[src/rtl/avst_sum_param.sv]
// avst_sum_param: Avalon-ST packet summer; emits the SUM_BEATS*DATA_W-bit sum as SUM_BEATS beats, LSB beat first.
// Define AVST_SUM_SAT_EN to make the accumulator saturate at all-ones instead of wrapping.
module avst_sum_param #(
    parameter int DATA_W    = 8,
    parameter int SUM_BEATS = 4
) (
    input  logic              clk,
    input  logic              reset,
    input  logic [DATA_W-1:0] data_in,
    input  logic              end_in,
    input  logic              valid_in,
    output logic              ready_in,
    output logic [DATA_W-1:0] data_out,
    output logic              valid_out,
    output logic              end_out,
    input  logic              ready_out
);
    localparam int SUM_W = DATA_W * SUM_BEATS;
    localparam int IDX_W = (SUM_BEATS > 1) ? $clog2(SUM_BEATS) : 1;
    localparam logic [IDX_W-1:0] LAST_IDX = IDX_W'(SUM_BEATS - 1);

    typedef enum logic {
        ACC,
        EMIT
    } state_t;

    state_t            state, state_next;
    logic [SUM_W-1:0]  acc, acc_next;
    logic [SUM_W-1:0]  shreg, shreg_next;
    logic [SUM_W-1:0]  sum, shifted;
    logic [IDX_W-1:0]  idx, idx_next, idx_inc;
    logic [DATA_W-1:0] data_out_next;
    logic              ready_in_next, valid_out_next, end_out_next;
    logic              in_xfer, out_xfer;

    assign in_xfer  = valid_in && ready_in;
    assign out_xfer = valid_out && ready_out;
    assign shifted  = shreg >> DATA_W;
    assign idx_inc  = idx + 1'b1;

`ifdef AVST_SUM_SAT_EN
    // Once saturated, adding any further beat keeps the carry set, so acc stays all-ones.
    logic [SUM_W:0] sum_ext;
    assign sum_ext = {1'b0, acc} + (SUM_W + 1)'(data_in);
    assign sum     = sum_ext[SUM_W] ? '1 : sum_ext[SUM_W-1:0];
`else
    assign sum = acc + SUM_W'(data_in);
`endif

    always_comb begin
        state_next     = state;
        acc_next       = acc;
        shreg_next     = shreg;
        idx_next       = idx;
        ready_in_next  = ready_in;
        valid_out_next = valid_out;
        end_out_next   = end_out;
        data_out_next  = data_out;
        case (state)
            ACC: begin
                ready_in_next = 1'b1;
                if (in_xfer) begin
                    if (end_in) begin
                        shreg_next     = sum;
                        acc_next       = '0;
                        idx_next       = '0;
                        data_out_next  = sum[DATA_W-1:0];
                        valid_out_next = 1'b1;
                        end_out_next   = (LAST_IDX == '0);
                        ready_in_next  = 1'b0;
                        state_next     = EMIT;
                    end else begin
                        acc_next = sum;
                    end
                end
            end
            EMIT: begin
                ready_in_next = 1'b0;
                // Output registers only move on a transfer, which gives hold-stable backpressure.
                if (out_xfer) begin
                    if (end_out) begin
                        valid_out_next = 1'b0;
                        end_out_next   = 1'b0;
                        data_out_next  = '0;
                        shreg_next     = '0;
                        idx_next       = '0;
                        ready_in_next  = 1'b1;
                        state_next     = ACC;
                    end else begin
                        shreg_next    = shifted;
                        data_out_next = shifted[DATA_W-1:0];
                        idx_next      = idx_inc;
                        end_out_next  = (idx_inc == LAST_IDX);
                    end
                end
            end
        endcase
    end

    always_ff @(posedge clk or negedge reset) begin
        if (!reset) begin
            state     <= ACC;
            acc       <= '0;
            shreg     <= '0;
            idx       <= '0;
            ready_in  <= 1'b0;
            valid_out <= 1'b0;
            end_out   <= 1'b0;
            data_out  <= '0;
        end else begin
            state     <= state_next;
            acc       <= acc_next;
            shreg     <= shreg_next;
            idx       <= idx_next;
            ready_in  <= ready_in_next;
            valid_out <= valid_out_next;
            end_out   <= end_out_next;
            data_out  <= data_out_next;
        end
    end

endmodule
[config.mk]
export PLATFORM = sky130hd
export DESIGN_NAME = avst_sum_param
export DESIGN_NICKNAME = d
export VERILOG_FILES = /design/src/rtl/avst_sum_param.sv
export SDC_FILE = /design/constraint.sdc
export NUM_CORES = 1
export LEC_CHECK = 0
export CAP_MARGIN = 20
export CELL_PAD_IN_SITES_DETAIL_PLACEMENT = 1
export CELL_PAD_IN_SITES_GLOBAL_PLACEMENT = 2
export CORE_UTILIZATION = 35
export CTS_CLUSTER_SIZE = 20
export DETAILED_ROUTE_END_ITERATION = 8
export PLACE_DENSITY_LB_ADDON = 0.1
export SLEW_MARGIN = 20
export SYNTH_ARGS = -nofsm -noshare
export SYNTH_HDL_FRONTEND = slang
export SYNTH_SLANG_ARGS = --single-unit
[constraint.sdc]
create_clock -name clk -period 2.15 [get_ports clk]
set_clock_uncertainty 0.2 [all_clocks]
set_input_delay 0.645 -clock clk [delete_from_list [all_inputs] [get_ports clk]]
set_output_delay 0.645 -clock clk [all_outputs]
set_load 0.05 [all_outputs]
# ---- Word level (Yosys, flattened, before mapping)
# Index checks and enable logic that the tools add are counted.
dict set report totals {
  input_bits 13
  wordCells 57
  output_inout_bits 11
  register_bits 78
}
dict set report classes {
  muxes 36
  bitwise 1
  reduce_logical 5
  add_sub_neg 2
  n_eq_ne 5
}
# operator count
set ops {}
lappend ops {{32-bit two-way mux} 4}
lappend ops {{32-bit one-hot mux with 2 select lines} 1}
lappend ops {{32-bit by 8-bit adder with 32-bit output} 1}
lappend ops {{8-bit two-way mux} 4}
lappend ops {{24-bit two-way mux} 1}
lappend ops {{1-bit two-way mux} 16}
lappend ops {{8-bit one-hot mux with 2 select lines} 1}
lappend ops {{2-bit two-way mux} 4}
lappend ops {{1-bit one-hot mux with 2 select lines} 4}
lappend ops {{2-bit inequality test, second input constant} 3}
lappend ops {{2-bit one-hot mux with 2 select lines} 1}
lappend ops {{4-bit AND reduction} 1}
lappend ops {{3-bit AND reduction} 1}
lappend ops {{2-bit by 1-bit adder with 2-bit output, second input constant} 1}
lappend ops {{2-bit == test, second input constant} 1}
lappend ops {{1-bit logical AND} 2}
lappend ops {{2-bit by 1-bit inequality test with 1-bit output, second input constant} 1}
lappend ops {{2-bit AND reduction} 1}
lappend ops {{1-bit inverter} 1}

# ---- Logic depth before layout (Yosys ltp)
dict set report depth {
  depth_word 5
  ltp_mapped 8
  ltp_nobuf 7
}

# ---- Worst setup path before layout
# Ideal clock, no wire load.
dict set report synth_path {
  path_type {in2reg}
  startpoint {input port data_in[0]}
  endpoint {register acc[30]}
  required_time_ns 1.824
  cell_stages 7
  path_slack_ns -0.502
  t_arrival_ns 2.326
  path_cell_list {ha_1 -> fa_1 -> a211oi_1 -> o21a_2 -> buf_6 -> a2111oi_4 -> a221o_1}
}
dict set report synth_via {
  elab_chain_len 2
}
# item line
set synth_rtl {}
lappend synth_rtl {{from (decl)} 9} ;# input logic [DATA_W-1:0] data_in,
lappend synth_rtl {{32-bit by 8-bit adder with 32-bit output} 47} ;# assign sum = acc + SUM_W'(data_in);
lappend synth_rtl {{32-bit two-way mux} 63} ;# if (end_in) begin
lappend synth_rtl {{to (signal assigned)} 112} ;# acc <= acc_next;
lappend synth_rtl {{to (decl)} 28} ;# logic [SUM_W-1:0] acc, acc_next;
# No other way between the ends.
# A chain may end at the register's enable or synchronous reset.

# ---- Worst setup path after layout
dict set report layout_path {
  startpoint {register acc[3]}
  endpoint {register acc[20]}
}
dict set report layout_via {
  elab_chain_len 2
}
# item line
set layout_rtl {}
lappend layout_rtl {{32-bit by 8-bit adder with 32-bit output} 47}
lappend layout_rtl {{32-bit two-way mux} 63}
# No other way between the ends.

==> flow_metrics.tcl <==
set metrics [dict create \
    place_inst 696 \
    grt_pass1_wl_um 23400 \
    dp_slack_ns -0.965 \
    synth_top_area_cell "dfrtp_1" \
    violations "setup timing" \
    outcome "finished with violations" \
    hold_viol_final 0 \
    clock_latency_ns 0.35 \
    place_hpwl_um 9810 \
    synth_commonest_cells "70 x dfrtp_1, 68 x nand2_1, 27 x nand3_1, 27 x nor2_1, 22 x clkbuf_1" \
    ant_nets 0 \
    gp_congestion 0.817 \
    synth_area_per_cell_sq_um 9.41 \
    groute.usage.overall 0.241 \
    path_clk_slew_ns 0.06 \
    synth-compound-area-share 0.216 \
    syn-num-nets 485 \
    endpoint_kind "flip-flop" \
    drive_gt1_frac 0.377 \
    syn_inst 462 \
    die_w_um 113 \
    wl_per_cell_um 19.6 \
    design.core.area_sq_mm 0.0121 \
    clk_root_buffer_cell "clkbuf_16" \
    numCtsBuffers 9 \
    die-area_sq_mm 0.0129 \
    via_count 3891 \
    synth-main-ff-cell "dfrtp_1" \
    netlist_area_sq_mm 0.00435 \
    yosys_warnings 0 \
    synthAdderAreaFrac 0.0305 \
    drc_errors 0 \
    hold_buffers 0 \
    cts_tree "done" \
    max_cap_viol_count 0 \
    final_cells 741 \
    ys_types 55 \
    drt_iter0_markers 155 \
    die_y_um 113 \
    portBuffers 23 \
    synthSimpleGateAreaFrac 0.211 \
    start_util 0.360 \
    area_growth_pct 46.3 \
    p_leak_nw 2.74 \
    period_minus_slack_ns 2.37 \
    ir_drop_mv 0.400 \
    setup_slack_ns -0.224 \
    worstPathRequired_ns 2.16 \
    nets 591 \
    core.rowCount 40 \
    antenna_found_initial 0 \
    synthXorXnorAreaFrac 0.0524 \
    grt_setup_unrepaired "true" \
    ys_ff_latch 70 \
    dr.pass1.iters 4 \
    synth.top_cell.area_share 0.403 \
    synth_most_common_cell "dfrtp_1" \
    ios 24 \
    synth_top_family_by_area "compound AO/OA/AOI/OAI gates" \
    n_antenna_cell 0 \
    max-clock-path-buffers 2 \
    vias_per_cell 5.25 \
    critPathKind "flip-flop to flip-flop" \
    slew_viol_final 0 \
    hold_path.class "input port to async pin" \
    grt-ovfl-total 0 \
    h-tree-depth 3 \
    setup_violations 52 \
    cts_sinks 70 \
    fin_hold_ws_ns 0.114 \
    crit_path_start_kind "flip-flop" \
    wl_um 14600 \
    grt_start_max_net_pins 71 \
    synth_edf_count 0 \
    max_slew.worst_pin.slew_ns 0.505 \
    grt_pass1_vias 4156 \
    worst_ep_arrival_time_ns 2.38 \
    relSlewSlack 0.663 \
    netlist_top_cells_area "dfrtp_1 40%, nand2_1 5.9%, a2111oi_4 3.8%" \
    ys_seq_area_frac 0.403 \
    async_flop_share 1.00 \
    p_per_area_mw_per_mm2 1280 \
    period_share 1.10 \
    synthMuxAreaShare 0.0322 \
    max_freq_mhz 421 \
    cp_max_fo 5 \
]
-- power breakdown --
| part | internal, mW | switching, mW | total (mW) |
|---|---|---|---|
| clock | 1.05 | 0.617 | 1.67 |
| sequential | 1.60 | 0.280 | 1.88 |
| combinational | 2.21 | 2.41 | 4.62 |
-- critical path, stage by stage, from the launching register on --
cell       delay [ns]
dfrtp_1          0.42
ha_4             0.30
o211ai_1         0.10
o21a_2           0.28
buf_4            0.16
buf_6            0.11
a2111oi_4        0.36
mux2i_1          0.23
o21ai_1          0.08
-- worst paths after layout --
kind / start / to / slack (ns) / depth (start not counted)
hold reg to reg: shreg[28]$_DFFE_PN0P_ / shreg[28]$_DFFE_PN0P_ / 0.28 / 2
setup / recovery: acc[3]$_DFFE_PN0P_ / acc[20]$_DFFE_PN0P_ / -0.22 / 8
min in group clk: shreg[28]$_DFFE_PN0P_ / shreg[28]$_DFFE_PN0P_ / 0.28 / 2
setup reg to reg: acc[3]$_DFFE_PN0P_ / acc[20]$_DFFE_PN0P_ / -0.22 / 8
max in group asynchronous: reset / acc[14]$_DFFE_PN0P_ / 1.32 / 2
hold / removal: reset / valid_out$_DFFE_PN0P_ / 0.11 / 2
-- cells by family (layout without fill, tap and decap cells) --
logic type               count (synthesis)  count (layout)
multiplexers                            14              14
flip-flops                              70              70
adder cells (fa/ha/maj)                 10              10
buffers and inverters                   48             159
XOR/XNOR                                26              26
AND/OR/NAND/NOR                        181             181
AO/OA/AOI/OAI                          113             113
-- layout by cell type, fill, tap and decap left out, types with 11 or more instances in the layout --
| master | netlist | layout |
|---|---|---|
| nand3_1 | 27 | 25 |
| buf_12 | 0 | 13 |
| o21ai_1 | 5 | 18 |
| buf_4 | 9 | 95 |
| nor2_1 | 27 | 26 |
| a221o_1 | 11 | 11 |
| nor3_1 | 11 | 11 |
| buf_6 | 2 | 17 |
| dfrtp_1 | 70 | 70 |
| mux2i_1 | 14 | 13 |
| o211ai_1 | 17 | 17 |
| nand2_1 | 68 | 66 |
-- metal layers --
layer,track usage,wire length (um),vias up
li1,-,-,1876
met1,0.329,6860,1973
met2,0.395,7210,30
met3,0.0404,313,12
met4,0.0632,168,0
met5,0,0,-
-- registers in the layout, summed over array words and instances (netlist names) --
name,flops
shreg,25
state,1
end_out,1
valid_out,1
idx,2
data_out,7
ready_in,1
acc,32
-- final cells by class --
class / instances / area (sq um)
well taps: 168 / 210
fillers: 1355 / 5700
multi-input cells: 344 / 2780
flip-flops and latches: 70 / 1750
inverters: 5 / 18.8
clock inverters: 5 / 82.6
clock buffers: 11 / 243
repair buffers: 138 / 1280
-- stage by stage --
stage	power, mW	instance area [sq um]	util	setup TNS (ns)
floorplan	3.94	4480	-	-8.74
global placement	5.41	5470	0.453	-49.00
detailed placement	5.50	5470	0.453	-50.58
CTS	7.81	6120	0.507	-7.05
global route	8.61	6360	0.527	-11.71
finish	8.17	6360	0.527	-6.69
-- repair_timing --
action,in CTS,in global routing
endpoints found under the setup margin,60,57
setup buffers,19,12
pin swaps,46,42
gates resized for setup,76,36
cloned,1,0
hold endpoints to repair,0,0
No activity file was read; power rests on OpenSTA's default activity.
